### src/rtl/pc_sequencer.sv
// pc_sequencer: Thumb fetch-PC sequencer with branch redirect, stall-pending hold and timed pipeline flush
module pc_sequencer #(
  parameter int WORD = 32,
  parameter logic [WORD-1:0] RESET_PC = '0,
  parameter int FLUSH_CYCLES = 2
) (
  input  logic            clk_i,
  input  logic            reset_n_i,
  input  logic            stall_i,
  input  logic            fetch_ready_i,
  input  logic            take_branch_i,
  input  logic            branch_exch_i,
  input  logic [WORD-1:0] branch_target_i,
  output logic [WORD-1:0] pc_o,
  output logic            pc_valid_o,
  output logic            flush_pipeline_o,
  output logic            state_fault_o
);
  localparam logic [1:0] RUN = 2'd0, PENDING = 2'd1, FLUSH = 2'd2;
  localparam logic [2:0] FC = 3'(FLUSH_CYCLES);
  localparam logic [WORD-2:0] ONE = {{(WORD-2){1'b0}}, 1'b1};
  // PC and pending target are kept as halfword addresses so bit 0 is structurally zero
  logic [1:0] state, state_n;
  logic [WORD-2:0] pc_q, pc_n, pend_q, pend_n;
  logic [2:0] cnt, cnt_n, cnt_dec;
  logic live, adv;
  assign adv = fetch_ready_i & ~stall_i;
  assign cnt_dec = (cnt == 3'd0) ? 3'd0 : cnt - 3'd1;
  always_comb begin
    state_n = state;
    pc_n = pc_q;
    pend_n = pend_q;
    cnt_n = cnt;
    if (take_branch_i) begin
      pend_n = branch_target_i[WORD-1:1];
      cnt_n = FC;
      state_n = adv ? FLUSH : PENDING;
      pc_n = adv ? branch_target_i[WORD-1:1] : pc_q;
    end else if (state == RUN) begin
      pc_n = adv ? pc_q + ONE : pc_q;
    end else if (state == PENDING) begin
      cnt_n = cnt_dec;
      state_n = adv ? FLUSH : PENDING;
      pc_n = adv ? pend_q : pc_q;
    end else begin
      cnt_n = cnt_dec;
      state_n = (cnt_dec == 3'd0) ? RUN : FLUSH;
      pc_n = adv ? pc_q + ONE : pc_q;
    end
  end
  always_ff @(posedge clk_i or negedge reset_n_i) begin
    if (!reset_n_i) begin
      state <= RUN;
      pc_q <= RESET_PC[WORD-1:1];
      pend_q <= '0;
      cnt <= '0;
      live <= 1'b0;
      state_fault_o <= 1'b0;
    end else begin
      state <= state_n;
      pc_q <= pc_n;
      pend_q <= pend_n;
      cnt <= cnt_n;
      live <= 1'b1;
      state_fault_o <= state_fault_o | (take_branch_i & branch_exch_i & ~branch_target_i[0]);
    end
  end
  // Flush spans every non-RUN cycle, so an exhausted counter in PENDING still keeps it high
  assign pc_o = {pc_q, 1'b0};
  assign pc_valid_o = live & (state != PENDING);
  assign flush_pipeline_o = state != RUN;
endmodule

### config.mk
export PLATFORM = sky130hd
export DESIGN_NAME = pc_sequencer
export DESIGN_NICKNAME = d
export VERILOG_FILES = /design/src/rtl/pc_sequencer.sv
export SDC_FILE = /design/constraint.sdc
export NUM_CORES = 1
export LEC_CHECK = 0
export BUFFER_PORTS_ARGS = -buffer_cell sky130_fd_sc_hd__buf_2
export CAP_MARGIN = 5
export CORE_ASPECT_RATIO = 1.5
export CORE_MARGIN = 4
export CORE_UTILIZATION = 50
export CTS_CLUSTER_SIZE = 30
export DETAILED_ROUTE_END_ITERATION = 7
export PLACE_DENSITY = 0.73
export SLEW_MARGIN = 20
export SYNTH_ARGS = -nofsm -noshare
export SYNTH_HDL_FRONTEND = slang
export SYNTH_SLANG_ARGS = --single-unit
### constraint.sdc
create_clock -name clk_i -period 2.85 [get_ports clk_i]
set_input_delay 0.855 -clock clk_i [delete_from_list [all_inputs] [get_ports clk_i]]
set_output_delay 0.855 -clock clk_i [all_outputs]
set_load 0.01 [all_outputs]
==> results.md, run 1 <==
* RD Place Congestion at 0.8863
* Starting Density at 51.89%
* RSZ-0062 raised after global routing: no
* Postcts setup bufs at 0
* Layout cell share with drive strength beyond 1 at 27.87%
* FMAX at 431.0 MHz
* Combinational power share at 24.6%
* Clk_lat worst skew at 340 ps
* Crit. End Element: flip-flop
* Reg power frac at 40.2%
* Vias in the first global route at 3684
* Period minus WS final at 2320 ps
* Kind of critical path: input pin to flip-flop
* Largest net degree at the start of global routing at 29
* Final count of hold timing violations at 0
* DRT met1 WL at 4540 um
* Synthesized flop and latch total at 69
* CTS tree: yes
* Routed WL at 11610 um
* Sink Count at 69
* Total design power at 3372 uW
* Unique masters post-synth at 71
* Worst setup SP type: input pin
* Rel. slew slack at 51.97%
* MaxCap Viol Count at 0
* Yosys warns at 0
* TritonCTS Buffers at 9
* Area Growth Syn to Fin at 20.71%
* Cell row count at 39
* H-tree depth at 3
* Hold crit path type: flip-flop to flip-flop
* Fin area at 0.004798 mm2
* HPWL Detailed at 8396 um
* Hold buffer count at CTS at 0
* Post-synthesis sequential area ratio at 43.44%
* Mapped Cells at 429
* CTS Root Cell: clkbuf_16
* Final setup viols at 0
* DRC viols at 0
* Syn Std Cell Area at 0.003975 mm2
* Met2 routed WL at 5924 um
* FF-to-FF setup slack at 670 ps
* Top layer used by detailed routing: met4
* Post-CTS sizing at 0
* Layout Cells excl Fill at 609
* Core box area at 0.007661 mm2
* Mean Syn Cell Area at 9.266 um2
* Fill cells at 669
* Clock Power Share at 35.3%
* Total track usage at 25.69%
* Die area at 0.009470 mm2
* Asr flop ratio synth at 100.0%
* Internal power at 2288 uW
* DRT iter0 DRCs at 421
* Die span in y at 117.2 um
* Post-Route Utilization at 62.63%
* Post-route clock period utilization at 81.41%
* Number of synthesized flops with an enable pin at 0
* Syn Nets at 468
* Worst slew pin tran at 712.8 ps
* LEAKAGE at 0.002050 uW
* Synth Flop Type: dfrtp_1
* Final Slew Violations at 0
* TNS Setup at 0 ps
* Maximum net fanout on the critical path at 11
* Worst Path Required at 3040 ps
* Fin nets at 541
* Total number of vias at 3828
* CTS Buffer Depth at 2
* I/O pins at 73
* Vias/cell at 6.286
* Number of antenna violations at the first check in global routing at 1
* Die X at 80.80 um
* Outcome: finished, final reports clean
* Met3 wire length at 744 um
* Switching share of total power at 32.16%
* Routed length per instance at 19.06 um
* Placed insts at 593
* Switch Pwr at 1085 uW
* Reg clk slew, reported paths at 60 ps
* Grt total ovfl at 0
* Crit path DAT at 2510 ps
* PortBufs at 71
* Initial DRT Pass Iterations at 5
* Max Clock Skew at 5.705 ps
* Placed inst area at 0.004482 mm2
* Global-route wire length before repair at 18450 um
* Peak VDD IR at 0.3627 mV
* Final ANT Viol Nets at 0
* Power per cell area at 702.8 mW/mm2
sequential cells by signal, indices dropped and copies added, names as in the netlist:
| name | cells |
|---|---|
| state | 2 |
| pend_q | 31 |
| live | 1 |
| cnt | 3 |
| pc_q | 31 |
| state_fault_o | 1 |
final timing paths:
kind,to,start,depth (start not counted)
setup / recovery,pc_q[23]$_DFFE_PN0P_,stall_i,5
hold / removal,state_fault_o$_DFF_PN0_,state_fault_o$_DFF_PN0_,1
setup reg to reg,pc_q[18]$_DFFE_PN0P_,pc_q[1]$_DFFE_PN0P_,5
hold reg to reg,state_fault_o$_DFF_PN0_,state_fault_o$_DFF_PN0_,1
max in group asynchronous,pend_q[29]$_DFFE_PN0P_,reset_n_i,2
min in group asynchronous,pend_q[13]$_DFFE_PN0P_,reset_n_i,1
worst max-delay path, cell delays in order:
cell and delay (ps):
buf_2 150, nand4b_1 260, or4_1 720, o311ai_0 350, o221ai_1 180
logic make-up (layout without fill, tap and decap cells):
family          after synthesis  after routing  share of synthesized area [%]
other cells                   2              3                         0.1889
buf+inv                      46            123                          4.753
simple gates                139            139                          20.11
xor+xnor                      2              2                         0.4407
fa+ha+maj                     1              1                         0.3147
mux                          19             19                          5.319
compound gates              151            151                          25.43
flops                        69             69                          43.44
area by class of cell:
class | count | area (um2) | area share (%)
Antenna cell | 1 | 2.502 | 0.05215
Timing Repair Buffer | 90 | 498.0 | 10.38
Sequential cell | 69 | 1727 | 35.98
Tap cell | 102 | 127.6 | 2.660
Clock buffer | 10 | 239.0 | 4.980
Clock inverter | 5 | 75.07 | 1.565
Multi-Input combinational cell | 314 | 2062 | 42.97
Inverter | 18 | 67.56 | 1.408
power by group through the flow:
| stage | combinational (uW) | sequential, uW | clock, uW |
|---|---|---|---|
| after global placement | 811 | 1350 | 0 |
| after CTS | 831 | 1340 | 1200 |
| after global routing | 912 | 1370 | 1240 |
| after floorplan | 457 | 1370 | 0 |
| final | 829 | 1350 | 1190 |
| after detailed placement | 825 | 1360 | 0 |
synthesized netlist by cell type (all sizes together), types with 3 or more instances:
library cell / instances / area, um2
dfrtp: 69 / 1727
nand2: 36 / 135.1
o21ai: 34 / 173.9
a21oi: 32 / 160.2
clkbuf: 22 / 82.58
nand3: 19 / 95.09
inv: 17 / 63.81
mux2: 17 / 191.4
nor2: 17 / 63.81
nand4: 11 / 83.83
nor4: 11 / 81.32
a22oi: 8 / 60.06
a31oi: 8 / 50.05
o211ai: 8 / 60.06
o22ai: 7 / 43.79
buf: 6 / 38.78
a211oi: 5 / 37.54
a22o: 5 / 43.79
a2bb2oi: 5 / 43.79
and2: 5 / 31.28
o21a: 5 / 37.54
and3: 4 / 26.28
nand2b: 4 / 25.02
nor3: 4 / 20.02
nor3b: 4 / 30.03
or4: 4 / 33.78
a311oi: 3 / 26.28
a31o: 3 / 26.28
a32oi: 3 / 26.28
and4: 3 / 27.53
o22a: 3 / 26.28
o31ai: 3 / 22.52
or3: 3 / 18.77
cells in the final DEF, fill, tap and decap left out, types with 7 or more instances in the layout:
cell       Yosys  layout
a21oi_1       32      32
a22oi_1        8       8
nor2_1        17      17
o211ai_1       8       8
buf_4          2      19
nand4_1       10      10
buf_2          1      71
o22ai_1        7       7
inv_1         16      16
nor4_1         9       9
mux2_2        17      17
clkbuf_16      0       9
nand2_1       36      36
o21ai_0       33      33
a31oi_1        8       8
nand3_1       19      19
dfrtp_1       69      69
per-stage QoR:
| stage | hold WS, ps | setup WS (ps) |
|---|---|---|
| floorplan | 453.5 | 431.4 |
| global route | 510.0 | 434.8 |
| CTS | 494.5 | 525.2 |
| global placement | 453.2 | 288.8 |
| detailed placement | 482.2 | 227.5 |
| finish | 480.0 | 529.7 |
layer usage:
| layer | vias up | global-route usage, % |
|---|---|---|
| met5 | - | 0 |
| met4 | 0 | 12.51 |
| met3 | 31 | 4.747 |
| met2 | 166 | 43.77 |
| met1 | 1838 | 30.96 |
| li1 | 1793 | - |
Power figures use the tool's default switching activity.
==> run 2: changes to the inputs <==
==> constraint.sdc (replaced) <==
create_clock -name clk_i -period 2.27 [get_ports clk_i]
set_input_delay 0.681 -clock clk_i [delete_from_list [all_inputs] [get_ports clk_i]]
set_output_delay 0.681 -clock clk_i [all_outputs]
set_load 0.01 [all_outputs]
==> results.md, run 2 (same netlist as run 1, synthesis figures left out) <==
* WHS at 353.5 ps (-126.5 ps)
* DRC viols at 0 (unchanged)
* Outcome: finished, final reports clean
* Final setup viols at 0 (unchanged)
* Maximum net fanout on the critical path at 8 (-3)
* Post-route clock period utilization at 91.57%
* Final Slew Violations at 0 (unchanged)
* Vias/cell at 6.441 (+2.5%)
* Crit path DAT at 2350 ps (-160 ps)
* Final count of hold timing violations at 0 (unchanged)
* PortBufs at 71 (unchanged)
* I/O pins at 73 (unchanged)
* Vias in the first global route at 3875 (+5.2%)
* Reg clk slew, reported paths at 60 ps (about the same)
* FMAX at 481.1 MHz
* Initial DRT Pass Iterations at 7 (+2)
* Die X at 80.80 um (unchanged)
* Met1 Resource Use GR at 31.45% (+0.49 points)
* Placed inst area at 0.004659 mm2 (+4.0%)
* Ant diodes at 0 (-1)
* TritonCTS Buffers at 9 (unchanged)
* Fin nets at 563 (+4.1%)
* Fin area at 0.004955 mm2 (+3.3%)
* CTS Buffer Depth at 2 (unchanged)
* CP bufs+invs at 1 (unchanged)
* RSZ-0062 raised after global routing: no
* Grt met2 use at 46.85% (+3.1 points)
* Top flop regs: pc_q (31), pend_q (31), cnt (3)
* Hold buffer count at CTS at 0 (unchanged)
* Routed WL at 12420 um (+7.0%)
* Layout cell share with drive strength beyond 1 at 30.43% (+2.6 points)
* CTS Root Cell: clkbuf_16
* Grt total ovfl at 0 (unchanged)
* Crit-path leading delay family: simple AND/OR/NAND/NOR gates
* Sink Count at 69 (unchanged)
* Final ANT Viol Nets at 0 (unchanged)
* Hold crit path type: input pin to asynchronous set/reset pin
* Largest net degree at the start of global routing at 70 (+140%)
* Crit. End Element: flip-flop
* Routed length per instance at 19.68 um (+3.3%)
* MaxCap Viol Count at 0 (unchanged)
* Peak VDD IR at 0.6173 mV (+70%)
* CTS tree: yes
* Period minus WS final at 2079 ps
* Worst slew pin tran at 780.4 ps (+67.56 ps)
* Core box area at 0.007661 mm2 (unchanged)
* Area Growth Syn to Fin at 24.65%
* Die span in y at 117.2 um (unchanged)
* HPWL Detailed at 8880 um (+5.8%)
* Starting Density at 51.89% (unchanged)
* M3 GR Usage at 4.594% (-0.15 points)
* Die area at 0.009470 mm2 (unchanged)
* Global-route wire length before repair at 19520 um (+5.8%)
* Number of antenna violations at the first check in global routing at 0 (-1)
* H-tree depth at 3 (unchanged)
* LEAKAGE at 0.002135 uW (+4.2%)
* Worst Path Required at 2540 ps (-500 ps)
* DRT iter0 DRCs at 474 (+13%)
* Commonest non-fill, non-tap cell in the layout: buf_2
* Max Clock Skew at 8.460 ps (+2.755 ps)
* TNS Setup at 0 ps (unchanged)
* RD Place Congestion at 0.9658 (+9.0%)
* Postcts setup bufs at 0 (unchanged)
* Cell row count at 39 (unchanged)
* Total design power at 4249 uW (+26%)
* Power per cell area at 857.6 mW/mm2 (+22%)
* Rel. slew slack at 47.74% (-4.2 points)
* Crit-path slowest cell: or4_4
* Clk_lat worst skew at 340 ps (about the same)
* Most frequent cells in the layout: buf_2, dfrtp_1, buf_4
* Total number of vias at 4064 (+6.2%)
* Slowest stage delay, CP at 540 ps (-180 ps)
* Post-Route Utilization at 64.67% (+2.0 points)
* Worst path cell trace: ha_1 -> nand4b_2 -> or4_4 -> buf_4 -> nor4_1 -> o211a_1
* Total track usage at 27.32% (+1.6 points)
* Post-CTS sizing at 0 (unchanged)
* Worst setup SP type: flip-flop
* Top Usage Layer GRT: met2
* Kind of critical path: flip-flop to flip-flop
-- run 2: cell types whose count changed in the layout (fill, tap and decap cells not counted), sizes merged --
cell,delta
diode,-1
buf,+22
clkinvlp,+2
clkinv,-3
bufinv,-1
clkbuf,+3
-- run 2: final timing paths --
path,slack (ps),start,end,cells after the start
min in group clk_i,480,pend_q[25]$_DFFE_PN0P_,pend_q[25]$_DFFE_PN0P_,1
worst max-delay path,190,pc_q[1]$_DFFE_PN0P_,pc_q[24]$_DFFE_PN0P_,6
max in group asynchronous,1590,reset_n_i,pend_q[5]$_DFFE_PN0P_,2
worst min register to register,480,pend_q[25]$_DFFE_PN0P_,pend_q[25]$_DFFE_PN0P_,1
worst min-delay path,350,reset_n_i,pend_q[15]$_DFFE_PN0P_,2
worst max register to register,190,pc_q[1]$_DFFE_PN0P_,pc_q[24]$_DFFE_PN0P_,6
-- run 2: cell type report --
class / instances / area [um2]
clock buffer: 13 / 250.2
sequential: 69 / 1727
inverter: 18 / 67.56
clock inverter: 3 / 45.04
tap: 102 / 127.6
multi-input combinational: 314 / 2062
fill: 654 / 2706
timing repair buffer: 112 / 675.6
-- run 2: metal layers --
layer  vias up  share of wire [%]
met1      1963                 36
met3        60                7.0
met5         -                  0
met2       213                 51
met4         0                5.5
li1       1828                  -
-- run 2: power by group --
group          internal [uW]  switching [uW]  leakage, uW  total (uW)
Sequential              1430             237     0.000822        1670
Combinational            519             647      0.00118        1170
Clock                    882             533     0.000136        1410
-- run 2: through the flow --
stage / setup WS, ps / cells
after floorplan: 25.39 / 429
after global placement: 69.29 / 615
after detailed placement: 13.06 / 615
after CTS: 235.1 / 631
after global routing: 93.00 / 631
final: 191.3 / 631
